File: src/rtl/muldiv_unit_pkg.sv
// Shared types and constants for the HI/LO multiply/divide unit.
package codes;

  typedef logic [31:0] size_t;

  typedef enum logic [2:0] {
    MD_MULT,
    MD_MULTU,
    MD_DIV,
    MD_DIVU,
    MD_MTHI,
    MD_MTLO
  } muldiv_op_t;

  typedef enum logic [1:0] {
    ST_IDLE,
    ST_RUN,
    ST_FIXUP
  } muldiv_state_t;

  localparam int    MULDIV_ITERS = 32;
  localparam size_t DIV0_LO      = 32'hFFFF_FFFF;

  function automatic size_t abs32(input size_t v);
    return v[31] ? (~v + 32'd1) : v;
  endfunction

endpackage

File: src/rtl/muldiv_unit_step.sv
// One iteration of the multiply/divide engine: shift-add or restoring shift-subtract.
module muldiv_step
  import codes::*;
(
  input  logic [63:0] acc_i,
  input  size_t       opnd_i,
  input  logic        bit_i,
  input  logic        div_i,
  output logic [63:0] acc_o
);

  logic [32:0] rem_sh;
  logic [32:0] diff;

  // Divide keeps {remainder, quotient} in the accumulator; the next dividend bit arrives on bit_i.
  always_comb begin
    rem_sh = {acc_i[63:32], bit_i};
    diff   = rem_sh - {1'b0, opnd_i};
    if (div_i) begin
      if (diff[32])
        acc_o = {rem_sh[31:0], acc_i[30:0], 1'b0};
      else
        acc_o = {diff[31:0], acc_i[30:0], 1'b1};
    end else begin
      acc_o = (acc_i << 1) + (bit_i ? {32'b0, opnd_i} : 64'b0);
    end
  end

endmodule

File: src/rtl/muldiv_unit.sv
// Iterative MIPS multiply/divide unit owning HI/LO.
// Optional: MULDIV_FAST_MULT_EN selects a single-cycle multiplier for MULT/MULTU.
//
// state    | meaning
// ST_IDLE  | waiting for issue; MTHI/MTLO write here
// ST_RUN   | 32 shift-add / shift-subtract steps
// ST_FIXUP | sign correction, HI/LO write, done pulse
module muldiv_unit
  import codes::*;
(
  input  logic       clk,
  input  logic       reset_i,
  input  logic       start_i,
  input  muldiv_op_t op_i,
  input  size_t      rs_i,
  input  size_t      rt_i,
  output size_t      hi_o,
  output size_t      lo_o,
  output logic       busy_o,
  output logic       done_o
);

  muldiv_state_t state_q;
  muldiv_op_t    op_q;
  logic [4:0]    cnt_q;
  logic [63:0]   acc_q;
  logic [63:0]   acc_nxt;
  size_t         opnd_q;
  size_t         bits_q;
  size_t         hi_q;
  size_t         lo_q;
  logic          neg_res_q;
  logic          neg_rem_q;
  logic          busy_q;
  logic          done_q;

  logic          in_signed;
  logic          in_div;
  logic          in_mult;
  size_t         rs_abs;
  size_t         rt_abs;
  muldiv_state_t accept_state;

  logic          is_div;
  logic [63:0]   mul_raw;
  logic [63:0]   mul_res;
  size_t         quot;
  size_t         rem;
  size_t         hi_fix;
  size_t         lo_fix;

  assign in_signed = (op_i == MD_MULT) || (op_i == MD_DIV);
  assign in_div    = (op_i == MD_DIV)  || (op_i == MD_DIVU);
  assign in_mult   = (op_i == MD_MULT) || (op_i == MD_MULTU);
  assign rs_abs    = in_signed ? abs32(rs_i) : rs_i;
  assign rt_abs    = in_signed ? abs32(rt_i) : rt_i;

`ifdef MULDIV_FAST_MULT_EN
  assign accept_state = in_mult ? ST_FIXUP : ST_RUN;
  assign mul_raw      = {32'b0, opnd_q} * {32'b0, bits_q};
`else
  assign accept_state = ST_RUN;
  assign mul_raw      = acc_q;
`endif

  assign is_div = (op_q == MD_DIV) || (op_q == MD_DIVU);

  muldiv_step u_step (
    .acc_i  (acc_q),
    .opnd_i (opnd_q),
    .bit_i  (bits_q[31]),
    .div_i  (is_div),
    .acc_o  (acc_nxt)
  );

  // Magnitudes are computed in RUN; signs are restored here. Divide by zero
  // yields an all-ones quotient and the dividend magnitude as remainder, so only
  // LO needs overriding to stay all-ones regardless of the sign flags.
  always_comb begin
    mul_res = neg_res_q ? (~mul_raw + 64'd1) : mul_raw;
    quot    = acc_q[31:0];
    rem     = acc_q[63:32];
    if (is_div) begin
      hi_fix = neg_rem_q ? (~rem + 32'd1) : rem;
      if (opnd_q == 32'd0)
        lo_fix = DIV0_LO;
      else
        lo_fix = neg_res_q ? (~quot + 32'd1) : quot;
    end else begin
      hi_fix = mul_res[63:32];
      lo_fix = mul_res[31:0];
    end
  end

  always_ff @(posedge clk or posedge reset_i) begin
    if (reset_i) begin
      state_q   <= ST_IDLE;
      op_q      <= MD_MULT;
      cnt_q     <= 5'd0;
      acc_q     <= 64'd0;
      opnd_q    <= 32'd0;
      bits_q    <= 32'd0;
      hi_q      <= 32'd0;
      lo_q      <= 32'd0;
      neg_res_q <= 1'b0;
      neg_rem_q <= 1'b0;
      busy_q    <= 1'b0;
      done_q    <= 1'b0;
    end else begin
      done_q <= 1'b0;
      case (state_q)
        ST_IDLE: begin
          if (start_i) begin
            if (op_i == MD_MTHI) begin
              hi_q <= rs_i;
            end else if (op_i == MD_MTLO) begin
              lo_q <= rs_i;
            end else if (in_mult || in_div) begin
              op_q      <= op_i;
              opnd_q    <= in_div ? rt_abs : rs_abs;
              bits_q    <= in_div ? rs_abs : rt_abs;
              neg_res_q <= in_signed & (rs_i[31] ^ rt_i[31]);
              neg_rem_q <= in_signed & in_div & rs_i[31];
              acc_q     <= 64'd0;
              cnt_q     <= 5'd0;
              busy_q    <= 1'b1;
              state_q   <= accept_state;
            end
          end
        end
        ST_RUN: begin
          acc_q  <= acc_nxt;
          bits_q <= bits_q << 1;
          cnt_q  <= cnt_q + 5'd1;
          if (cnt_q == 5'(MULDIV_ITERS - 1))
            state_q <= ST_FIXUP;
        end
        ST_FIXUP: begin
          hi_q    <= hi_fix;
          lo_q    <= lo_fix;
          done_q  <= 1'b1;
          busy_q  <= 1'b0;
          state_q <= ST_IDLE;
        end
        default: state_q <= ST_IDLE;
      endcase
    end
  end

  assign hi_o   = hi_q;
  assign lo_o   = lo_q;
  assign busy_o = busy_q;
  assign done_o = done_q;

endmodule

File: config.mk
export PLATFORM = sky130hd
export DESIGN_NAME = muldiv_unit
export DESIGN_NICKNAME = d
export VERILOG_FILES = /design/src/rtl/muldiv_unit_pkg.sv /design/src/rtl/muldiv_unit_step.sv /design/src/rtl/muldiv_unit.sv
export SDC_FILE = /design/constraint.sdc
export NUM_CORES = 1
export LEC_CHECK = 0
export BUFFER_PORTS_ARGS = -buffer_cell sky130_fd_sc_hd__buf_2
export CAP_MARGIN = 10
export CORE_MARGIN = 1
export CORE_UTILIZATION = 30
export DETAILED_ROUTE_END_ITERATION = 10
export PLACE_DENSITY = 0.48
export SLEW_MARGIN = 40
export SYNTH_ARGS = -nofsm -noshare
export SYNTH_HDL_FRONTEND = slang
export SYNTH_HIERARCHICAL = 1
export SYNTH_SLANG_ARGS = --single-unit
File: constraint.sdc
create_clock -name clk -period 8.2 [get_ports clk]
set_input_delay 1.64 -clock clk [delete_from_list [all_inputs] [get_ports clk]]
set_output_delay 1.64 -clock clk [all_outputs]
set_load 0.01 [all_outputs]
## After elaboration in Yosys (flattened, before gate mapping)

Cells that the tools add are included.

| operators by class | value |
|---|---|
| add/subtract/negate cells | 8 |
| eq/ne operators | 17 |
| mux-type cells | 49 |
| bitwise gates (word level) | 11 |
| reductions and logical operators | 16 |

Operators with widths:

| kind | number |
|---|---|
| $mux 32 | 21 |
| $mux 64 | 7 |
| $pmux 32 s2 | 3 |
| $add 32x1->32 const B | 4 |
| $not 32->32 | 4 |
| $pmux 64 s2 | 1 |
| $add 64x1->64 const B | 1 |
| $add 64x64->64 | 1 |
| $not 64->64 | 1 |
| $sub 33x32->33 | 1 |
| $logic_not 32->1 | 1 |
| $mux 5 | 4 |
| $reduce_and 5->1 | 4 |
| $ne 2x2->1 const B | 7 |
| $eq 3x2->1 const B | 4 |
| $mux 2 | 5 |
| $pmux 5 s2 | 1 |
| $eq 3x3->1 const B | 2 |
| $add 5x1->5 const B | 1 |
| $eq 5x5->1 const B | 1 |
| $logic_or 1x1->1 | 5 |
| $mux 1 | 5 |
| $pmux 2 s2 | 1 |
| $reduce_and 4->1 | 1 |
| other kinds (11) | 15 |

| word-level totals | value |
|---|---|
| flip-flop bits (word level) | 206 |
| input port bits | 70 |
| output and inout port bits | 66 |
| logic and storage cells | 113 |

## Depth between registers and ports, before layout

Gate-level depths: netlist (run 1).

| depth | value |
|---|---|
| depth in word-level cells | 10 |
| mapped depth | 17 |
| gate-level depth less buffers | 16 |

## By module

The synthesis (run 1) kept the hierarchy.

Modules (own cells, without submodules):

| module | times used | cells an instance | area each (um2) | seq. area each (um2) |
|---|---|---|---|---|
| muldiv_unit | 1 | 1317 | 11906.4 | 5129.9 |
| muldiv_step | 1 | 810 | 5206.2 | 0.0 |

## Worst setup path after synthesis (run 1)

OpenSTA, ideal clock, no wires.

| path | value |
|---|---|
| path kind | input to register |
| from | input rt_i[16] |
| to | register bits_q[30] |
| library setup time | 0.142 ns |
| arrival time | 3.693 ns |
| required time | 8.058 ns |
| setup slack | 4.365 ns |
| stages on the path | 7 |
| buffers on the path | 1 |
| cells stage by stage | or4_1 -> or4_1 -> clkbuf_1 -> or3_1 -> o31a_1 -> xnor2_1 -> o221ai_1 |

| on the way | value |
|---|---|
| word-level cells in the longest chain between the ends | 10 |

Ends and longest elaborated chain:

| item | line | text |
|---|---|---|
| from (decl) | muldiv_unit.sv:16 | `input size_t rt_i,` |
| $not 32->32 | muldiv_unit_pkg.sv:25 | `return v[31] ? (~v + 32'd1) : v;` |
| $add 32x1->32 | muldiv_unit_pkg.sv:25 |  |
| $mux 32 | muldiv_unit_pkg.sv:25 |  |
| $mux 32 | muldiv_unit.sv:56 | `assign rt_abs = in_signed ? abs32(rt_i) : rt_i;` |
| $mux 32 | muldiv_unit.sv:121 | `bits_q <= in_div ? rs_abs : rt_abs;` |
| $mux 32 | muldiv_unit.sv:118 | `end else if (in_mult \|\| in_div) begin` |
| $mux 32 | muldiv_unit.sv:116 | `end else if (op_i == MD_MTLO) begin` |
| $mux 32 | muldiv_unit.sv:114 | `if (op_i == MD_MTHI) begin` |
| $mux 32 | muldiv_unit.sv:113 | `if (start_i) begin` |
| $pmux 32 s2 | muldiv_unit.sv:111 | `case (state_q)` |
| to (signal assigned) | muldiv_unit.sv:121 |  |
| to (signal assigned) | muldiv_unit.sv:133 | `bits_q <= bits_q << 1;` |
| to (decl) | muldiv_unit.sv:29 | `size_t bits_q;` |

No other way between the ends. The select of a mux whose other input is x is not followed.
A chain may end at the register's enable or synchronous reset.

## Worst setup path in the final report (run 1)

| path | value |
|---|---|
| from | register bits_q[31] |
| to | register acc_q[51] |

| on the way | value |
|---|---|
| word-level cells in the longest chain between the ends | 4 |
| elaborated cells on any way between the ends | 6 |
| classes of those cells | add/sub (2); mux (4) |

Ends and longest elaborated chain:

| item | line | text |
|---|---|---|
| $mux 32 / $sub 33x32->33 (equally long branches) | muldiv_unit_step.sv:25, muldiv_unit_step.sv:18 |  |
| $add 64x64->64 / $mux 64 (equally long branches) | muldiv_unit_step.sv:25, muldiv_unit_step.sv:20 |  |
| $mux 64 (*) | muldiv_unit_step.sv:19 | `if (div_i) begin` |
| via acc_nxt[51] | muldiv_unit.sv:27 | `logic [63:0] acc_nxt;` |
| $pmux 64 s2 (*) | muldiv_unit.sv:111 |  |
| to (signal assigned) | muldiv_unit.sv:132 | `acc_q <= acc_nxt;` |
| to (decl) | muldiv_unit.sv:26 | `logic [63:0] acc_q;` |

Mark *: on every way through the listed nets, which the timed path passes. The rest lies on a longest branch.

==> impl_metrics.xml, run 1 <==
<?xml version="1.0" encoding="UTF-8"?>
<metrics>
  <group name="pwr">
    <metric name="power_switching_share" unit="%">50.3</metric>
    <metric name="power_frac_seq" unit="%">25.6</metric>
    <metric name="power.share.clock" unit="%">13.9</metric>
    <metric name="power.combinational.fraction" unit="%">60.5</metric>
    <metric name="power.density" unit="mW/mm²">481</metric>
    <metric name="ir_drop" unit="V">0.000228</metric>
    <metric name="p_leak" unit="nW">8.19</metric>
    <metric name="net_switching_power_figure" unit="mW">4.72</metric>
    <metric name="p_int" unit="mW">4.67</metric>
  </group>
  <group name="worst_setup_path">
    <metric name="reg2reg_to" unit="">acc_q[51]$_DFFE_PP0P_</metric>
    <metric name="worst_r2r_path_depth" unit="">13</metric>
    <metric name="crit-reg2reg-launch" unit="">bits_q[31]$_DFFE_PP0P_</metric>
    <metric name="critical_path_peak_fanout" unit="">32</metric>
    <metric name="critPathCaptureType" unit="">flip-flop</metric>
    <metric name="worstSetupStartpoint" unit="">bits_q[31]$_DFFE_PP0P_</metric>
    <metric name="r2r_setup_slk" unit="ps">3730</metric>
    <metric name="worstPathRequired" unit="ps">8660</metric>
    <metric name="startpoint_type" unit="">flip-flop</metric>
    <metric name="cp.arrival" unit="ps">4930</metric>
    <metric name="path_class" unit="">reg2reg</metric>
  </group>
  <group name="placement">
    <metric name="io_buffers" unit="">135</metric>
    <metric name="place.detailed.hpwl" unit="mm">54.3</metric>
    <metric name="place.gp.congestion" unit="">0.933</metric>
    <metric name="worst_setup_timing_slack_at_the_placement_stage" unit="ps">3830</metric>
    <metric name="placedCellCount" unit="">2918</metric>
  </group>
  <group name="sta">
    <metric name="max_transition_viols_final" unit="">0</metric>
    <metric name="timing.final.hold_violations" unit="">0</metric>
    <metric name="timing.final.crit_share" unit="%">54.5</metric>
    <metric name="timing.final.setup_violations" unit="">0</metric>
    <metric name="post_layout_min_period" unit="ps">4470</metric>
    <metric name="slew_headroom" unit="%">40.4</metric>
    <metric name="rsz0062_at_grt" unit="">false</metric>
    <metric name="setup_ws" unit="ps">3730</metric>
    <metric name="timing.clock.skew" unit="ps">12.5</metric>
    <metric name="worst_pin_slew" unit="ps">894</metric>
    <metric name="achievable-frequency" unit="MHz">224</metric>
    <metric name="setup_tns" unit="ps">0</metric>
  </group>
  <group name="logic_synthesis">
    <metric name="yosys_warnings" unit="">6</metric>
    <metric name="synth_seq_cells" unit="">205</metric>
    <metric name="seq_area_frac_synth" unit="%">30.0</metric>
    <metric name="synth_top_family_by_area" unit="">compound AO/OA/AOI/OAI gates</metric>
    <metric name="synth-compound-area-share" unit="%">27.1</metric>
    <metric name="synthAdderAreaFrac" unit="%">5.35</metric>
    <metric name="synth.avg_cell_area" unit="µm²">8.05</metric>
    <metric name="synth_ff_type" unit="">dfrtp_1</metric>
    <metric name="mapped_nets" unit="">2269</metric>
    <metric name="post_synth_instance_area" unit="mm²">0.0171</metric>
    <metric name="synth_edf_count" unit="">0</metric>
    <metric name="postSynth.asyncResetShare" unit="%">100</metric>
    <metric name="synth_cell_type_count" unit="">85</metric>
    <metric name="synth.area.mux_share" unit="%">3.19</metric>
    <metric name="synth_simple_gate_area_share" unit="%">21.0</metric>
    <metric name="syn-instance-count" unit="">2127</metric>
    <metric name="synthXorXnorAreaFrac" unit="%">8.50</metric>
  </group>
  <group name="drt">
    <metric name="via_cell_ratio" unit="">5.86</metric>
    <metric name="drt_iter0_drc" unit="">1528</metric>
    <metric name="route.vias.total" unit="">17400</metric>
    <metric name="drc_errors" unit="">0</metric>
    <metric name="ant_nets" unit="">0</metric>
    <metric name="firstDrtPassIters" unit="">7</metric>
    <metric name="detail_route.wl_per_cell" unit="µm">24.2</metric>
    <metric name="routed_wl" unit="mm">71.7</metric>
  </group>
  <group name="hold_path">
    <metric name="whs_path_depth" unit="">1</metric>
    <metric name="min_from" unit="">bits_q[22]$_DFFE_PP0P_</metric>
    <metric name="worst_hold_path_class" unit="">reg2reg</metric>
    <metric name="worst_hold_path.endpoint" unit="">bits_q[22]$_DFFE_PP0P_</metric>
  </group>
  <group name="cells_and_area">
    <metric name="instances_no_fill" unit="">2966</metric>
    <metric name="area_growth" unit="%">14.1</metric>
    <metric name="fillerInstances" unit="">5997</metric>
    <metric name="antennaDiodeCount" unit="">0</metric>
    <metric name="finalNetCount" unit="">2332</metric>
    <metric name="most_frequent_cells_in_the_layout" unit="">256 x nand2_1, 205 x dfrtp_1, 169 x nor2_1</metric>
    <metric name="final_common_cell" unit="">nand2_1</metric>
    <metric name="post_route_cells_drive_above_1_share" unit="%">13.3</metric>
  </group>
  <group name="die">
    <metric name="starting_density_of_the_core" unit="%">30.3</metric>
    <metric name="core_area" unit="mm²">0.0564</metric>
    <metric name="die-width" unit="µm">241</metric>
    <metric name="die-height" unit="µm">241</metric>
    <metric name="placementRows" unit="">87</metric>
    <metric name="floorplan.die_area" unit="mm²">0.0580</metric>
    <metric name="ios" unit="">136</metric>
  </group>
  <group name="grt">
    <metric name="grt_antenna_before_repair" unit="">2</metric>
    <metric name="grt_util_all_layers" unit="%">24.3</metric>
    <metric name="grt_start_max_net_pins" unit="">108</metric>
    <metric name="grt_overflow" unit="">0</metric>
    <metric name="grt_first_pass_wirelength" unit="mm">107</metric>
    <metric name="vias_in_the_first_global_route" unit="">16400</metric>
  </group>
  <group name="clock_network">
    <metric name="post_cts.resized_instances" unit="">0</metric>
    <metric name="clock_network_latency_to_the_later_pin_of_the_worst_skew_pair" unit="ps">570</metric>
    <metric name="clock_tree.root_cell" unit="">clkbuf_16</metric>
    <metric name="cts_tree" unit="">yes</metric>
    <metric name="clk_pin_slew_worst_paths" unit="ps">60</metric>
    <metric name="cts_hold_buffers" unit="">0</metric>
    <metric name="numClockSinks" unit="">205</metric>
    <metric name="cts_max_level" unit="">1</metric>
    <metric name="ctsLongestPathBuffers" unit="">3</metric>
    <metric name="cts_inserted_buffers" unit="">26</metric>
    <metric name="post-cts-setup-buffer-count" unit="">0</metric>
  </group>
  <group name="run_status">
    <metric name="run_status" unit="">complete, no violations</metric>
  </group>
  <group name="flow_run">
    <metric name="max-cap-violations" unit="">0</metric>
  </group>
</metrics>
[stage by stage]
step / power, mW / utilization (%) / hold slack, ps / cell area, µm²
2_1_floorplan: 6.13 / - / 444 / 17100
3_3_place_gp: 7.93 / 32.8 / 463 / 18500
3_5_place_dp: 7.96 / 32.9 / 471 / 18600
4_1_cts: 9.31 / 34.6 / 489 / 19500
5_1_grt: 10.0 / 34.6 / 512 / 19500
6_report: 9.39 / 34.6 / 481 / 19500
[kinds of logic after synthesis]
group           Yosys count
buf+inv                 213
flops                   205
simple gates            739
xor+xnor                166
compound gates          681
mux                      51
fa+ha+maj                72
[power by group through the flow]
stage	Clock, mW	Sequential, mW	Combinational, mW
floorplan	0	2.02	4.11
global placement	0	2.38	5.55
detailed placement	0	2.38	5.58
CTS	1.32	2.37	5.61
global route	1.36	2.46	6.23
finish	1.31	2.40	5.68
[state kept, by name, summed over array words and instances, names as in the netlist, 2 cells and up]
| register | cells |
|---|---|
| hi_o | 32 |
| opnd_q | 32 |
| lo_o | 32 |
| acc_q | 64 |
| cnt_q | 5 |
| state_q | 2 |
| bits_q | 32 |
| op_q | 2 |
[routing by layer]
metal / global-route usage, % / up-vias / share of wire, %
li1: - / 8003 / -
met5: 0 / - / 0.0098
met4: 7.48 / 2 / 3.3
met1: 32.8 / 8571 / 44
met2: 40.6 / 675 / 47
met3: 2.92 / 117 / 5.8
[area by class of cell]
cell class	instances	area, µm²	area share (%)
clock buffer	35	756	3.87
clock inverter	13	194	0.993
inverter	84	330	1.69
multi-input combinational	1709	11300	57.7
sequential	205	5130	26.3
tap	756	946	4.84
timing repair buffer	164	912	4.67
[worst max-delay path: stages, from the launching register on]
cell       delay, ps
dfrtp_1          430
inv_2            450
ha_1             290
inv_1             60
fa_1             410
a211oi_1         370
o21ai_2          170
o211ai_1         280
a211o_1          180
a21boi_1         150
or3_1            730
a2111oi_2        490
a311oi_1         100
a22o_1           240
[worst max path at each step]
stage / end / depth (start not counted) / slack (ps)
after floorplan: acc_q[0]$_DFFE_PP0P_ / 1 / 960
after global placement: acc_q[55]$_DFFE_PP0P_ / 14 / 3520
after detailed placement: bits_q[22]$_DFFE_PP0P_ / 9 / 3830
after CTS: acc_q[51]$_DFFE_PP0P_ / 13 / 3800
after global routing: acc_q[55]$_DFFE_PP0P_ / 14 / 3460
final: acc_q[51]$_DFFE_PP0P_ / 13 / 3730
[Yosys cell counts (29+ instances only)]
cell type	number	area share, %
a32oi_1	29	1.5
o31ai_1	29	1.3
a21o_1	38	1.7
xnor2_1	92	4.7
xor2_1	74	3.8
or3_1	41	1.5
nand3_1	40	1.2
a22o_1	63	3.2
o21ai_0	164	4.8
a21oi_1	111	3.2
nor4_1	37	1.4
inv_1	84	1.8
a31oi_1	37	1.4
ha_1	70	5.1
nand4_1	29	1.1
nor2_1	175	3.8
o22ai_1	29	1.1
dfrtp_1	205	30
clkbuf_1	108	2.4
nor3_1	41	1.2
nand2_1	257	5.6
Note: power is estimated with default switching activity, not from simulation.
==> run 2, diff against run 1 <==
==> constraint.sdc (replaced) <==
create_clock -name clk -period 4.5 [get_ports clk]
set_input_delay 0.9 -clock clk [delete_from_list [all_inputs] [get_ports clk]]
set_output_delay 0.9 -clock clk [all_outputs]
set_load 0.01 [all_outputs]
==> impl_metrics.xml, run 2 (same netlist as run 1, synthesis figures left out) <==
<?xml version="1.0" encoding="UTF-8"?>
<metrics>
  <group name="sta">
    <metric name="worst_pin_slew" unit="ps">839</metric>
    <metric name="timing.final.hold_violations" unit="">0</metric>
    <metric name="setup_tns" unit="ps">0</metric>
    <metric name="rsz0062_at_grt" unit="">false</metric>
    <metric name="post_layout_min_period" unit="ps">3960</metric>
    <metric name="achievable-frequency" unit="MHz">252</metric>
    <metric name="slew_headroom" unit="%">43.6</metric>
    <metric name="timing.final.crit_share" unit="%">88.1</metric>
    <metric name="max_transition_viols_final" unit="">0</metric>
    <metric name="timing.final.setup_violations" unit="">0</metric>
    <metric name="timing.clock.skew" unit="ps">15.7</metric>
  </group>
  <group name="clock_network">
    <metric name="cts_hold_buffers" unit="">0</metric>
    <metric name="cts_tree" unit="">yes</metric>
    <metric name="cts_inserted_buffers" unit="">27</metric>
    <metric name="clock_tree.root_cell" unit="">clkbuf_16</metric>
    <metric name="post_cts.resized_instances" unit="">0</metric>
    <metric name="ctsLongestPathBuffers" unit="">3</metric>
    <metric name="clk_pin_slew_worst_paths" unit="ps">60</metric>
    <metric name="numClockSinks" unit="">205</metric>
    <metric name="cts_max_level" unit="">1</metric>
    <metric name="post-cts-setup-buffer-count" unit="">0</metric>
    <metric name="clock_network_latency_to_the_later_pin_of_the_worst_skew_pair" unit="ps">570</metric>
  </group>
  <group name="worst_setup_path">
    <metric name="critPathCaptureType" unit="">flip-flop</metric>
    <metric name="crit_path_top_delay_cell" unit="">or3_1</metric>
    <metric name="path_class" unit="">reg2reg</metric>
    <metric name="critPathBufInv" unit="">3</metric>
    <metric name="worstPathRequired" unit="ps">4950</metric>
    <metric name="r2r_setup_slk" unit="ps">540</metric>
    <metric name="worst_r2r_path_depth" unit="">14</metric>
    <metric name="timing.critical_path.cells" unit="">inv_1 &gt; ha_1 &gt; inv_1 &gt; fa_1 &gt; a211oi_1 &gt; o21ai_2 &gt; o211ai_1 &gt; a211o_1 &gt; and3b_1 &gt; or3_1 &gt; buf_4 &gt; nor2_1 &gt; or3_1 &gt; a22o_1</metric>
    <metric name="crit_family" unit="">compound AO/OA/AOI/OAI gates</metric>
    <metric name="reg2reg_to" unit="">acc_q[55]$_DFFE_PP0P_</metric>
    <metric name="cp.arrival" unit="ps">4420</metric>
    <metric name="crit-reg2reg-launch" unit="">bits_q[31]$_DFFE_PP0P_</metric>
    <metric name="critical_path_peak_fanout" unit="">12</metric>
    <metric name="slowest_delay" unit="ps">470</metric>
    <metric name="startpoint_type" unit="">flip-flop</metric>
    <metric name="worstSetupStartpoint" unit="">bits_q[31]$_DFFE_PP0P_</metric>
  </group>
  <group name="drt">
    <metric name="ant_nets" unit="">0</metric>
    <metric name="routed_wl" unit="mm">74.0</metric>
    <metric name="via_cell_ratio" unit="">5.88</metric>
    <metric name="drt_iter0_drc" unit="">1918</metric>
    <metric name="route.vias.total" unit="">17700</metric>
    <metric name="detail_route.wl_per_cell" unit="µm">24.5</metric>
    <metric name="firstDrtPassIters" unit="">6</metric>
    <metric name="drc_errors" unit="">0</metric>
  </group>
  <group name="pwr">
    <metric name="net_switching_power_figure" unit="mW">8.77</metric>
    <metric name="ir_drop" unit="V">0.000310</metric>
    <metric name="power.combinational.fraction" unit="%">64.4</metric>
    <metric name="p_leak" unit="nW">8.42</metric>
    <metric name="power_frac_seq" unit="%">22.6</metric>
    <metric name="power_switching_share" unit="%">50.3</metric>
    <metric name="power.share.clock" unit="%">13.0</metric>
    <metric name="power.density" unit="mW/mm²">877</metric>
    <metric name="p_int" unit="mW">8.67</metric>
  </group>
  <group name="grt">
    <metric name="vias_in_the_first_global_route" unit="">17000</metric>
    <metric name="grt_antenna_before_repair" unit="">0</metric>
    <metric name="grt_first_pass_wirelength" unit="mm">111</metric>
    <metric name="grt_util_all_layers" unit="%">25.2</metric>
    <metric name="grt_start_max_net_pins" unit="">109</metric>
    <metric name="grt_overflow" unit="">0</metric>
  </group>
  <group name="die">
    <metric name="die-height" unit="µm">241</metric>
    <metric name="starting_density_of_the_core" unit="%">30.3</metric>
    <metric name="die-width" unit="µm">241</metric>
    <metric name="placementRows" unit="">87</metric>
    <metric name="floorplan.die_area" unit="mm²">0.0580</metric>
    <metric name="core_area" unit="mm²">0.0564</metric>
    <metric name="ios" unit="">136</metric>
  </group>
  <group name="cells_and_area">
    <metric name="post_route_cells_drive_above_1_share" unit="%">14.9</metric>
    <metric name="multi_input_area" unit="mm²">0.0112</metric>
    <metric name="instances_no_fill" unit="">3018</metric>
    <metric name="layout.area.seq" unit="mm²">0.00513</metric>
    <metric name="fillerInstances" unit="">5948</metric>
    <metric name="antennaDiodeCount" unit="">0</metric>
    <metric name="finalNetCount" unit="">2387</metric>
    <metric name="final_common_cell" unit="">nand2_1</metric>
    <metric name="area_growth" unit="%">16.3</metric>
    <metric name="most_frequent_cells_in_the_layout" unit="">256 x nand2_1, 205 x dfrtp_1, 171 x nor2_1</metric>
    <metric name="max_reg_flops" unit="">64</metric>
    <metric name="top_register" unit="">acc_q</metric>
  </group>
  <group name="placement">
    <metric name="place.detailed.hpwl" unit="mm">57.0</metric>
    <metric name="io_buffers" unit="">135</metric>
    <metric name="placedCellCount" unit="">2971</metric>
    <metric name="place.gp.congestion" unit="">0.923</metric>
  </group>
  <group name="flow_run">
    <metric name="max-cap-violations" unit="">0</metric>
  </group>
  <group name="run_status">
    <metric name="run_status" unit="">complete, no violations</metric>
  </group>
  <group name="hold_path">
    <metric name="worst_hold_path_class" unit="">in2async</metric>
  </group>
</metrics>
## run 2: cell types whose count changed in the layout (fill, tap and decap cells not counted), moves of 2 or more
| cell | change |
|---|---|
| clkinvlp_4 | +2 |
| clkbuf_1 | +4 |
| nor2_1 | +2 |
| clkbuf_8 | -3 |
| buf_4 | +51 |
| clkinv_2 | -2 |
| buf_12 | +5 |
| buf_6 | -4 |
## run 2: layout make-up
| type | instances | share of cell area [%] |
|---|---|---|
| Tap cell | 756 | 4.75 |
| Sequential cell | 205 | 25.8 |
| Inverter | 84 | 1.60 |
| Multi-Input combinational cell | 1709 | 56.4 |
| Clock buffer | 36 | 3.67 |
| Timing Repair Buffer | 218 | 7.00 |
| Clock inverter | 10 | 0.767 |
## run 2: stage by stage
stage                     hold slack (ps)  util [%]  instance area (µm²)  power (mW)  setup WS, ps
after floorplan                       444         -                17100        11.2           942
after global placement                465      33.6                19000        15.0           578
after detailed placement              470      33.7                19000        15.0           585
after CTS                             326      35.3                19900        17.3           573
after global routing                  351      35.3                19900        18.7           243
final                                 331      35.3                19900        17.4           537
## run 2: worst max path at each step
stage	cells past startpoint	to	slack, ps
floorplan	1	acc_q[0]$_DFFE_PP0P_	940
global placement	16	acc_q[53]$_DFFE_PP0P_	580
detailed placement	14	acc_q[55]$_DFFE_PP0P_	580
CTS	14	acc_q[55]$_DFFE_PP0P_	570
global route	16	acc_q[53]$_DFFE_PP0P_	240
finish	14	acc_q[55]$_DFFE_PP0P_	540
## run 2: per-layer routing
metal | share of wire [%] | track usage [%] | up-vias
met5 | 0 | 0 | -
met4 | 3.5 | 8.42 | 0
met3 | 6.5 | 3.33 | 120
met2 | 47 | 42.0 | 695
met1 | 43 | 33.4 | 8813
li1 | - | - | 8121
## run 2: power groups by stage
stage	Combinational [mW]	Sequential [mW]	Clock (mW)
6_report	11.2	3.94	2.26
5_1_grt	12.3	4.03	2.36
4_1_cts	11.1	3.91	2.31
3_5_place_dp	11.1	3.93	0
3_3_place_gp	11.1	3.92	0
2_1_floorplan	7.49	3.69	0
==> run 3, diff against run 2 <==
--- a/config.mk
+++ b/config.mk
@@ -10,7 +10,8 @@
 export CORE_MARGIN = 1
 export CORE_UTILIZATION = 30
 export DETAILED_ROUTE_END_ITERATION = 10
-export PLACE_DENSITY = 0.48
+export PLACE_DENSITY = 0.53
+export RECOVER_POWER = 50
 export SLEW_MARGIN = 40
 export SYNTH_ARGS = -nofsm -noshare
 export SYNTH_HDL_FRONTEND = slang
==> impl_metrics.xml, run 3 (same netlist as run 1, synthesis figures left out) <==
<?xml version="1.0" encoding="UTF-8"?>
<metrics>
  <group name="sta">
    <metric name="timing.final.hold_violations" unit="">0</metric>
    <metric name="setup_ws" unit="ps">510</metric>
    <metric name="max_transition_viols_final" unit="">219</metric>
    <metric name="timing.final.crit_share" unit="%">88.7</metric>
    <metric name="achievable-frequency" unit="MHz">251</metric>
    <metric name="timing.final.setup_violations" unit="">0</metric>
    <metric name="slew_headroom" unit="%">-75.4</metric>
    <metric name="setup_tns" unit="ps">0</metric>
    <metric name="worst_pin_slew" unit="ps">2630</metric>
    <metric name="post_layout_min_period" unit="ps">3990</metric>
    <metric name="rsz0062_at_grt" unit="">false</metric>
    <metric name="timing.clock.skew" unit="ps">33.6</metric>
  </group>
  <group name="cells_and_area">
    <metric name="post-route-util" unit="%">35.0</metric>
    <metric name="finalNetCount" unit="">2374</metric>
    <metric name="most_frequent_cells_in_the_layout" unit="">256 x nand2_1, 205 x dfrtp_1, 170 x nor2_1</metric>
    <metric name="top_register" unit="">acc_q</metric>
    <metric name="max_reg_flops" unit="">64</metric>
    <metric name="final_common_cell" unit="">nand2_1</metric>
    <metric name="antennaDiodeCount" unit="">0</metric>
    <metric name="area_growth" unit="%">15.3</metric>
    <metric name="fillerInstances" unit="">6000</metric>
    <metric name="post_route_cells_drive_above_1_share" unit="%">13.4</metric>
  </group>
  <group name="clock_network">
    <metric name="post_cts.resized_instances" unit="">0</metric>
    <metric name="clock_tree.root_cell" unit="">clkbuf_16</metric>
    <metric name="clock_network_latency_to_the_later_pin_of_the_worst_skew_pair" unit="ps">580</metric>
    <metric name="clk_pin_slew_worst_paths" unit="ps">60</metric>
    <metric name="cts_tree" unit="">yes</metric>
    <metric name="cts_hold_buffers" unit="">0</metric>
    <metric name="post-cts-setup-buffer-count" unit="">0</metric>
    <metric name="cts_inserted_buffers" unit="">27</metric>
    <metric name="cts_max_level" unit="">1</metric>
    <metric name="ctsLongestPathBuffers" unit="">3</metric>
    <metric name="numClockSinks" unit="">205</metric>
  </group>
  <group name="placement">
    <metric name="place.gp.congestion" unit="">0.947</metric>
    <metric name="worst_setup_timing_slack_at_the_placement_stage" unit="ps">637</metric>
    <metric name="place.detailed.hpwl" unit="mm">54.9</metric>
    <metric name="io_buffers" unit="">135</metric>
  </group>
  <group name="worst_setup_path">
    <metric name="critical_path_peak_fanout" unit="">16</metric>
    <metric name="critPathCaptureType" unit="">flip-flop</metric>
    <metric name="startpoint_type" unit="">flip-flop</metric>
    <metric name="worstSetupStartpoint" unit="">bits_q[31]$_DFFE_PP0P_</metric>
    <metric name="worstPathRequired" unit="ps">4940</metric>
    <metric name="path_class" unit="">reg2reg</metric>
    <metric name="crit-reg2reg-launch" unit="">bits_q[31]$_DFFE_PP0P_</metric>
    <metric name="cp.arrival" unit="ps">4430</metric>
  </group>
  <group name="drt">
    <metric name="drc_errors" unit="">0</metric>
    <metric name="detail_route.wl_per_cell" unit="µm">23.9</metric>
    <metric name="route.vias.total" unit="">17600</metric>
    <metric name="ant_nets" unit="">0</metric>
    <metric name="routed_wl" unit="mm">72.0</metric>
    <metric name="via_cell_ratio" unit="">5.85</metric>
    <metric name="firstDrtPassIters" unit="">5</metric>
    <metric name="drt_iter0_drc" unit="">1662</metric>
  </group>
  <group name="die">
    <metric name="die-height" unit="µm">241</metric>
    <metric name="die-width" unit="µm">241</metric>
    <metric name="ios" unit="">136</metric>
    <metric name="floorplan.die_area" unit="mm²">0.0580</metric>
    <metric name="placementRows" unit="">87</metric>
    <metric name="starting_density_of_the_core" unit="%">30.3</metric>
    <metric name="core_area" unit="mm²">0.0564</metric>
  </group>
  <group name="grt">
    <metric name="grt_antenna_before_repair" unit="">0</metric>
    <metric name="grt_util_all_layers" unit="%">24.3</metric>
    <metric name="vias_in_the_first_global_route" unit="">16700</metric>
    <metric name="grt_overflow" unit="">0</metric>
    <metric name="grt_start_max_net_pins" unit="">95</metric>
    <metric name="grt_first_pass_wirelength" unit="mm">107</metric>
  </group>
  <group name="run_status">
    <metric name="run_status" unit="">complete, but fails checks</metric>
    <metric name="violations_in_the_final_reports" unit="">max-capacitance violations, max-slew violations</metric>
  </group>
  <group name="flow_run">
    <metric name="max-cap-violations" unit="">4</metric>
  </group>
  <group name="pwr">
    <metric name="power.density" unit="mW/mm²">869</metric>
    <metric name="ir_drop" unit="V">0.000377</metric>
    <metric name="finalPower" unit="mW">17.1</metric>
    <metric name="p_leak" unit="nW">8.28</metric>
  </group>
  <group name="hold_path">
    <metric name="worst_hold_path_class" unit="">in2async</metric>
  </group>
</metrics>
-- run 3: changes by cell type in the layout (fill, tap and decap cells not counted), sizes merged --
| cell | previous run | this run |
|---|---|---|
| clkbuf | 36 | 74 |
| clkinvlp | 2 | 3 |
| buf | 218 | 173 |
| bufinv | 4 | 1 |
| clkdlybuf4s25 | 0 | 1 |
| clkinv | 5 | 2 |
| inv | 83 | 84 |
-- run 3: path summary, 6_finish.rpt --
path | end | slack, ps | cells past startpoint
hold / removal | hi_o[12]$_DFFE_PP0P_ | 410 | 2
setup / recovery | acc_q[55]$_DFFE_PP0P_ | 510 | 16
setup reg to reg | acc_q[55]$_DFFE_PP0P_ | 510 | 16
max in group asynchronous | acc_q[28]$_DFFE_PP0P_ | 840 | 4
min in group clk | bits_q[22]$_DFFE_PP0P_ | 480 | 1
hold reg to reg | bits_q[22]$_DFFE_PP0P_ | 480 | 1
-- run 3: layout make-up --
class / count / area, µm² / area share (%)
multi-input cells: 1709 / 11200 / 56.9
flip-flops and latches: 205 / 5130 / 26.0
repair buffers: 205 / 1190 / 6.03
well taps: 756 / 946 / 4.79
clock buffers: 43 / 856 / 4.34
inverters: 84 / 317 / 1.60
clock inverters: 6 / 63.8 / 0.323
-- run 3: worst max-delay path: stages (launching register included) --
cell      delay (ps)
dfrtp_1          450
inv_1            110
buf_4            200
nor2_1           130
ha_1             190
inv_1             60
fa_1             400
nor2b_1          190
o31a_1           200
nor4_2            80
o21ai_2          230
a21oi_4          100
o211ai_2         430
nor3b_2          380
a31oi_1          120
or3_1            380
a22o_1           200
-- run 3: through the flow --
step                cells  hold slack [ps]  area, µm²
finish               3008              414      19700
global route         3008              460      19700
CTS                  3007              322      19800
detailed placement   2958              467      18900
global placement     2955              461      18800
floorplan            2127              444      17100
-- run 3: power by group --
group	switching, mW	internal (mW)
logic	6.39	4.43
registers	1.28	2.77
clock network	0.925	1.35
total	8.59	8.55
-- run 3: per-layer routing --
metal  vias up  routed length (µm)  GRT usage (%)
li1       8101                   -              -
met1      8602               30800           32.4
met2       755               33000           39.7
met3       136                4870           2.50
met4         0                3300           10.5
met5         -                   0              0
